## src/rtl/bcs_pkg.sv

```systemverilog
// Shared definitions for the serial bit-compare-slice controller.
package bcs_pkg;

  typedef enum logic [1:0] {
    S_IDLE = 2'd0,
    S_RUN  = 2'd1,
    S_DONE = 2'd2
  } state_e;

  // Bits needed to index WIDTH positions; the counter uses one more bit so it can hold WIDTH itself.
  function automatic int clog2_w(input int w);
    int r;
    r = 0;
    while ((1 << r) < w) r++;
    return r;
  endfunction

endpackage

```

## src/rtl/bcs_serial_compare_ctrl_if.sv

```systemverilog
// Requester-side bus: start/operands in, busy/done/result out.
interface bcs_serial_compare_ctrl_if
  import bcs_pkg::*;
#(
  parameter int WIDTH = 8
);
  localparam int CW = clog2_w(WIDTH) + 1;

  logic             start;
  logic [WIDTH-1:0] a_in;
  logic [WIDTH-1:0] b_in;
  logic             busy;
  logic             done;
  logic             eq;
  logic             gt;
  logic             lt;
  logic [CW-1:0]    bits_used;

  modport master (
    output start, a_in, b_in,
    input  busy, done, eq, gt, lt, bits_used
  );

  modport slave (
    input  start, a_in, b_in,
    output busy, done, eq, gt, lt, bits_used
  );
endinterface

```

## src/rtl/bcs_cell.sv

```systemverilog
// One bit-compare slice: folds a single bit pair into the running equal/greater state.
module bcs_cell (
  input  logic a_i,
  input  logic b_i,
  input  logic e0_i,
  input  logic g0_i,
  output logic e1_o,
  output logic g1_o
);
  assign e1_o = e0_i & ~(a_i ^ b_i);
  assign g1_o = g0_i | (e0_i & a_i & ~b_i);
endmodule

```

## src/rtl/bcs_serial_compare_ctrl.sv

```systemverilog
// MSB-first serial magnitude comparator: one bcs_cell stepped over the operands with registered e/g.
module bcs_serial_compare_ctrl
  import bcs_pkg::*;
#(
  parameter int WIDTH      = 8,
  parameter bit EARLY_EXIT = 1'b1
) (
  input logic                      clk,
  input logic                      rst,
  bcs_serial_compare_ctrl_if.slave bus
);
  localparam int IW = clog2_w(WIDTH);
  localparam int CW = IW + 1;

  state_e           state_q;
  logic [WIDTH-1:0] a_q;
  logic [WIDTH-1:0] b_q;
  logic [IW-1:0]    idx_q;
  logic [CW-1:0]    cnt_q;
  logic [CW-1:0]    cnt_d;
  logic             e_q;
  logic             g_q;
  logic             e_d;
  logic             g_d;
  logic             last_bit;

  logic             busy_q;
  logic             done_q;
  logic             eq_q;
  logic             gt_q;
  logic             lt_q;
  logic [CW-1:0]    bits_q;

  bcs_cell u_cell (
    .a_i  (a_q[idx_q]),
    .b_i  (b_q[idx_q]),
    .e0_i (e_q),
    .g0_i (g_q),
    .e1_o (e_d),
    .g1_o (g_d)
  );

  assign cnt_d    = (cnt_q == CW'(WIDTH)) ? cnt_q : cnt_q + CW'(1);
  // Once e drops the remaining lower bits cannot change the outcome.
  assign last_bit = (idx_q == '0) || (EARLY_EXIT && !e_d);

  always_ff @(posedge clk) begin
    if (rst) begin
      state_q <= S_IDLE;
      a_q     <= '0;
      b_q     <= '0;
      idx_q   <= '0;
      cnt_q   <= '0;
      e_q     <= 1'b0;
      g_q     <= 1'b0;
      busy_q  <= 1'b0;
      done_q  <= 1'b0;
      eq_q    <= 1'b0;
      gt_q    <= 1'b0;
      lt_q    <= 1'b0;
      bits_q  <= '0;
    end else begin
      done_q <= 1'b0;
      case (state_q)
        S_IDLE: begin
          if (bus.start) begin
            state_q <= S_RUN;
            busy_q  <= 1'b1;
            a_q     <= bus.a_in;
            b_q     <= bus.b_in;
            idx_q   <= IW'(WIDTH - 1);
            cnt_q   <= '0;
            e_q     <= 1'b1;
            g_q     <= 1'b0;
          end
        end
        S_RUN: begin
          e_q   <= e_d;
          g_q   <= g_d;
          cnt_q <= cnt_d;
          if (idx_q != '0) idx_q <= idx_q - IW'(1);
          // Result registers take the slice output directly so they match e/g on DONE entry.
          if (last_bit) begin
            state_q <= S_DONE;
            done_q  <= 1'b1;
            eq_q    <= e_d;
            gt_q    <= g_d;
            lt_q    <= ~e_d & ~g_d;
            bits_q  <= cnt_d;
          end
        end
        S_DONE: begin
          state_q <= S_IDLE;
          busy_q  <= 1'b0;
        end
        default: begin
          state_q <= S_IDLE;
          busy_q  <= 1'b0;
        end
      endcase
    end
  end

  assign bus.busy      = busy_q;
  assign bus.done      = done_q;
  assign bus.eq        = eq_q;
  assign bus.gt        = gt_q;
  assign bus.lt        = lt_q;
  assign bus.bits_used = bits_q;

endmodule

```

## src/flat_wrapper.sv

```systemverilog
// flat-port wrapper written by rule: the top's interface ports become plain ports
module bcs_serial_compare_ctrl_flat import bcs_pkg::*;
#(
  parameter int WIDTH      = 8,
  parameter bit EARLY_EXIT = 1'b1
)
  (clk, rst, bus_start, bus_a_in, bus_b_in, bus_busy, bus_done, bus_eq, bus_gt, bus_lt, bus_bits_used);
  bcs_serial_compare_ctrl_if #(.WIDTH(WIDTH)) bus_i ();
  input logic clk;
  input logic rst;
  input wire logic [$bits(bus_i.start)-1:0] bus_start;
  input wire logic [$bits(bus_i.a_in)-1:0] bus_a_in;
  input wire logic [$bits(bus_i.b_in)-1:0] bus_b_in;
  output wire logic [$bits(bus_i.busy)-1:0] bus_busy;
  output wire logic [$bits(bus_i.done)-1:0] bus_done;
  output wire logic [$bits(bus_i.eq)-1:0] bus_eq;
  output wire logic [$bits(bus_i.gt)-1:0] bus_gt;
  output wire logic [$bits(bus_i.lt)-1:0] bus_lt;
  output wire logic [$bits(bus_i.bits_used)-1:0] bus_bits_used;
  assign bus_i.start = bus_start;
  assign bus_i.a_in = bus_a_in;
  assign bus_i.b_in = bus_b_in;
  assign bus_busy = bus_i.busy;
  assign bus_done = bus_i.done;
  assign bus_eq = bus_i.eq;
  assign bus_gt = bus_i.gt;
  assign bus_lt = bus_i.lt;
  assign bus_bits_used = bus_i.bits_used;
  bcs_serial_compare_ctrl #(.WIDTH(WIDTH), .EARLY_EXIT(EARLY_EXIT)) u_core (.clk(clk), .rst(rst), .bus(bus_i));
endmodule
```

## config.mk

```make
export PLATFORM = sky130hd
export DESIGN_NAME = bcs_serial_compare_ctrl_flat
export DESIGN_NICKNAME = d
export VERILOG_FILES = /design/src/rtl/bcs_pkg.sv /design/src/rtl/bcs_serial_compare_ctrl_if.sv /design/src/rtl/bcs_cell.sv /design/src/rtl/bcs_serial_compare_ctrl.sv /design/src/flat_wrapper.sv
export SDC_FILE = /design/constraint.sdc
export NUM_CORES = 1
export LEC_CHECK = 0
export CORE_MARGIN = 2
export CORE_UTILIZATION = 50
export CTS_BUF_LIST = sky130_fd_sc_hd__clkbuf_4
export DETAILED_ROUTE_END_ITERATION = 10
export HOLD_SLACK_MARGIN = 0.05
export PLACE_DENSITY = 0.82
export SYNTH_ARGS = -nofsm -noshare
export SYNTH_HDL_FRONTEND = slang
export SYNTH_SLANG_ARGS = --single-unit
```

## constraint.sdc

```tcl
create_clock -name clk -period 2.6 [get_ports clk]
set_input_delay 0.52 -clock clk [delete_from_list [all_inputs] [get_ports clk]]
set_output_delay 0.52 -clock clk [all_outputs]
set_load 0.1 [all_outputs]
```

# [After elaboration in Yosys (flattened, before gate mapping)]
# Index checks and enable logic that the tools add are counted.
[op_classes] eq_ne=5 n_reduce_logical=13 n_lt_le_gt_ge=1 n_bitwise=11 mux=19 n_addsub=2
[ops] cell="$reduce_and 2->1" count=5
[ops] cell="$mux 4" count=2
[ops] cell="$pmux 4 s2" count=1
[ops] cell="$bmux 1 s3" count=2
[ops] cell="$mux 3" count=2
[ops] cell="$pmux 1 s2" count=3
[ops] cell="$pmux 3 s2" count=1
[ops] cell="$mux 1" count=5
[ops] cell="$not 1->1" count=5
[ops] cell="$add 4x1->4 const B" count=1
[ops] cell="$and 1x1->1" count=4
[ops] cell="$eq 4x4->1 const B" count=1
[ops] cell="$lt 3x4->1 const B" count=1
[ops] cell="$mux 2" count=2
[ops] cell="$ne 2x1->1 const B" count=2
[ops] cell="$pmux 2 s2" count=1
[ops] cell="$logic_not 3->1" count=1
[ops] cell="$reduce_and 3->1" count=1
[ops] cell="$reduce_bool 3->1" count=1
[ops] cell="$sub 3x1->3 const B" count=1
[ops] cell="$eq 2x1->1 const B" count=1
[ops] cell="$logic_not 2->1" count=1
[ops] cell="$ne 2x2->1 const B" count=1
[ops] cell="$reduce_bool 2->1" count=1
[ops] cell="5 further kinds" count=5
[word_totals] reg_bits=36 wordCells=64 output_inout_bits=9

# [Logic depth before layout (Yosys ltp)]
[depth] depth_word=9 mapped_depth=9 mapped_depth_nobuf=7

# [Cells and area by module]
# Synthesis repeated with hierarchy kept, for this count alone.
[hier_totals] hier_cells=177 area_unflattened_um2=1569.0
[by_module_without_submodules] mod="bcs_serial_compare_ctrl" n_inst=1 seq_area_each_um2=720.7 cells_each=173 area_per_inst_um2=1542.7
[by_module_without_submodules] mod="bcs_cell" n_inst=1 seq_area_each_um2=0.0 cells_each=4 area_per_inst_um2=26.3

# [Least setup slack after synthesis]
# Ideal clock, no wire load.
[synth_timing] kind="register to register" from="reg u_core.idx_q[0]" to="reg u_core.gt_q, in the netlist u_core.bus.gt" path_stages_with_launch=7 t_arrival_ns=1.962 slack_ns=0.517 period_less_slack_ns=2.083 required_time_ns=2.479 setup_time_ns=0.121 path_cell_list="dfxtp_1 -> buf_6 -> mux4_2 -> mux2_2 -> xor2_2 -> a31o_4 -> mux2_4"
[synth_via] elab_chain_len=8
[synth_lines] element="from (decl)" line_no="bcs_serial_compare_ctrl.sv:18" source="logic [IW-1:0] idx_q;"
[synth_lines] element="from (signal assigned)" line_no="bcs_serial_compare_ctrl.sv:71" source="idx_q <= IW'(WIDTH - 1);"
[synth_lines] element="from (signal assigned)" line_no="bcs_serial_compare_ctrl.sv:81" source="if (idx_q != '0) idx_q <= idx_q - IW'(1);"
[synth_lines] element="$bmux 1 s3 (on tied branches)" line_no="bcs_serial_compare_ctrl.sv:35, bcs_serial_compare_ctrl.sv:36"
[synth_lines] element="$mux 1 (on tied branches)" line_no="bcs_serial_compare_ctrl.sv:35, bcs_serial_compare_ctrl.sv:36"
[synth_lines] element="$xor 1x1->1" line_no="bcs_cell.sv:10" source="assign e1_o = e0_i & ~(a_i ^ b_i);"
[synth_lines] element="$not 1->1" line_no="bcs_cell.sv:10"
[synth_lines] element="$and 1x1->1" line_no="bcs_cell.sv:10"
[synth_lines] element="$logic_not 1->1" line_no="bcs_serial_compare_ctrl.sv:45" source="assign last_bit = (idx_q == '0) || (EARLY_EXIT && !e_d);"
[synth_lines] element="$logic_or 1x1->1" line_no="bcs_serial_compare_ctrl.sv:45"
[synth_lines] element="$reduce_and 2->1 (no source line)"
[synth_lines] element="to (signal assigned)" line_no="bcs_serial_compare_ctrl.sv:87" source="gt_q <= g_d;"
[synth_lines] element="to (decl)" line_no="bcs_serial_compare_ctrl.sv:30" source="logic gt_q;"
# Parallel ways exist; a longest one is shown, timed or not. The select of a mux whose other input is x is not followed.
# A chain may end at the register's enable or synchronous reset.

# [Final worst setup path]
# Ends and elaborated chain as after synthesis.

==> results.toml <==
[sta]
worst_pin_slew_ns = 0.680
period_needed_ns = 2.35
finalSetupViolations = 0
slew_viol_final = 0
rsz0062_at_grt = "no"
final.setup_skew_ns = 0.00517
post-route-period-util_pct = 90.3
holdWs_ns = 0.462
relSlewSlack_pct = 54.7
fmax_mhz = 426
hold_violations = 0
setup_tns_ns = 0

[drt]
drtPass1Iterations = 4
m1WireLength_mm = 1.37
routed_via_density = 5.30
drc = 0
dr_wl_met2_mm = 1.60
wl_met3_um = 142
ant_nets = 0
wl_mm = 3.13
highest_layer = "met4"
drt-initial-drc-count = 59
wire_per_inst_um = 12.5
dr_total_vias = 1325

[power]
p_clk_share_pct = 22.2
power.internal_mw = 0.784
vdd_drop_max_mv = 0.362
p_sw_mw = 0.359
power.share.combinational_pct = 23.4
netSwitchingFraction_pct = 31.4
p_total_mw = 1.14
p_per_area_nw_per_um2 = 597
p_seq_share_pct = 54.4
leakagePower_nw = 0.735

[clock_tree]
cts_made_buffers = 5
postCtsHoldBufs = 0
ctsResizeCount = 0
cts_tree = "done"
clk_latency_ns = 0.33
cts-root-buf = "clkbuf_4"
cts_setup_buffers = 0
cts_buffer_depth = 2
clk_pin_slew_ns = 0.10
clock_sinks = 36
cts_htree_levels = 2

[grt]
overflow = 0
track_usage_pct = 19.9
grt_max_degree = 29
antenna_found_initial = 0
grt_pass1_wl_mm = 5.43
grt_pass1_vias = 1286

[synthesis]
synth_top_area_share_pct = 45.0
synthTopCellsByArea = "dfxtp_1 45%, nand2_1 9.8%, a21oi_1 8.7%, mux4_2 5.6%, ha_1 3.1%"
synthAdderAreaFrac_pct = 3.12
synth_edf_count = 0
synthXorXnorAreaFrac_pct = 2.65
synth_compound_area_share_pct = 16.0
ys_seq_area_share_pct = 45.0
yosys_warnings = 0
async_flop_share_pct = 0
synth_top_family_by_area = "simple AND/OR/NAND/NOR gates"
synth.cell_area_sq_um = 1600
syn_avg_cell_area_sq_um = 8.81
synth_common_cells = "42 x nand2_1, 36 x dfxtp_1, 28 x a21oi_1"
syn_inst = 182
synth.area.mux_share_pct = 10.5
yosysMostFrequentCell = "nand2_1"
ys_ff_latch = 36
synthFlopType = "dfxtp_1"
synth_cell_types = 34
yosysTopAreaCell = "dfxtp_1"
syn_nets = 205
synthSimpleGateAreaFrac_pct = 18.7

[finish]
stdcell_area_sq_um = 1910
antenna_cells = 0
fillCellCount = 274
drive_gt1_share_pct = 12.6
layout.nets = 231
area_growth_pct = 19.4

[run_status]
status = "complete, no violations"

[floorplanning]
io-pin-count = 28
die_x_um = 60.6
die_h_um = 60.6
die-area_sq_um = 3670
rows = 20
start_util_pct = 52.5
coreArea_sq_um = 3050

[placement]
dpl.hpwl_mm = 2.34
io_buffers = 27
place_area_sq_um = 1880
gp_congestion = 0.803

[critical_path]
slowest_stage = "mux4_2"
worst-setup-path-type = "reg -> reg"
cp-end-kind = "flop"
cp-startpoint = "u_core.idx_q[0]$_SDFFE_PP0P_"
path_cells = "mux4_2 -> mux2_2 -> xor2_2 -> a31o_4 -> mux2_4"
cp.required_ns = 2.83
startpoint_type = "flop"
worstPathMaxFanout = 7
r2r-start = "u_core.idx_q[0]$_SDFFE_PP0P_"
max_stage_delay_ns = 0.56
worst_ep_arrival_time_ns = 2.58
r2r_slack_ns = 0.25

[worst_hold_path]
worstHoldPathType = "reg -> reg"
holdCritStartpoint = "u_core.b_q[0]$_SDFFE_PP0P_"

[job]
maxCapViolations = 0
==> placed cells by master (no fill, tap or decap), types with 2 or more instances in the layout <==
cell type	instances
nand2_1	42
dfxtp_1	36
a21oi_1	28
clkdlybuf4s50_1	18
buf_4	11
nor2_1	10
inv_1	5
clkbuf_4	5
nand2b_1	4
mux4_2	4
nor3_1	4
nand3_1	4
ha_1	4
o21ai_1	3
mux2i_1	3
nand3b_1	2
xnor2_1	2
a31oi_1	2
nor2b_1	2
o21ai_0	2
==> critical path, delay by kind of cell (launching register included) <==
family / cells / cell delay [ns]
xor gates and xnor gates: 1 / 0.29
muxes: 3 / 1.18
AOI/OAI and AO/OA: 1 / 0.25
DFF: 1 / 0.53
==> final timing paths <==
kind                                endpoint  cells after the start
setup reg to reg  u_core.bus.gt$_SDFFE_PP0P_                      5
hold / removal    u_core.b_q[0]$_SDFFE_PP0P_                      2
setup / recovery  u_core.bus.gt$_SDFFE_PP0P_                      5
hold reg to reg   u_core.b_q[0]$_SDFFE_PP0P_                      2
==> cell type report <==
| cell class | instances | area [sq um] | area share [%] |
|---|---|---|---|
| Sequential cell | 36 | 721 | 37.7 |
| Inverter | 5 | 18.8 | 0.981 |
| Clock buffer | 5 | 37.5 | 1.96 |
| Tap cell | 44 | 55.1 | 2.88 |
| Multi-Input combinational cell | 131 | 818 | 42.8 |
| Timing Repair Buffer | 29 | 263 | 13.7 |
==> metal layers <==
layer  track usage, %  vias to the layer above
li1                 -                      674
met1             23.9                      623
met5                0                        -
met4             5.59                        0
met3             6.61                        2
met2             33.9                       26
==> cells by family after synthesis <==
family,count (synthesis)
buffers and inverters,15
AOI/OAI and AO/OA,43
xor gates and xnor gates,4
and+or+nand+nor,70
muxes,10
adders and majority gates,4
DFF,36
==> registers in the layout (all words and copies together), names as in the netlist <==
name / cells
u_core.idx_q: 3
u_core.bus.busy: 1
u_core.a_q: 8
u_core.cnt_q: 4
u_core.bus.gt: 1
u_core.bus.eq: 1
u_core.g_q: 1
u_core.e_q: 1
u_core.bus.lt: 1
u_core.bus.done: 1
u_core.b_q: 8
u_core.bus.bits_used: 4
u_core.state_q: 2
==> power by group through the flow <==
stage	Sequential, mW	Combinational, mW	Clock, mW
3_5_place_dp	0.634	0.268	0
4_1_cts	0.621	0.268	0.259
6_report	0.621	0.267	0.254
3_3_place_gp	0.631	0.260	0
5_1_grt	0.628	0.294	0.287
2_1_floorplan	0.673	0.158	0
==> metrics by stage <==
stage	utilization [%]	instances	worst slack [ns]
floorplan	-	182	0.517
global placement	61.4	245	0.351
detailed placement	61.4	245	0.286
CTS	62.7	250	0.254
global route	62.7	250	0.114
finish	62.7	250	0.252
Note: power is estimated with default switching activity, not from simulation.
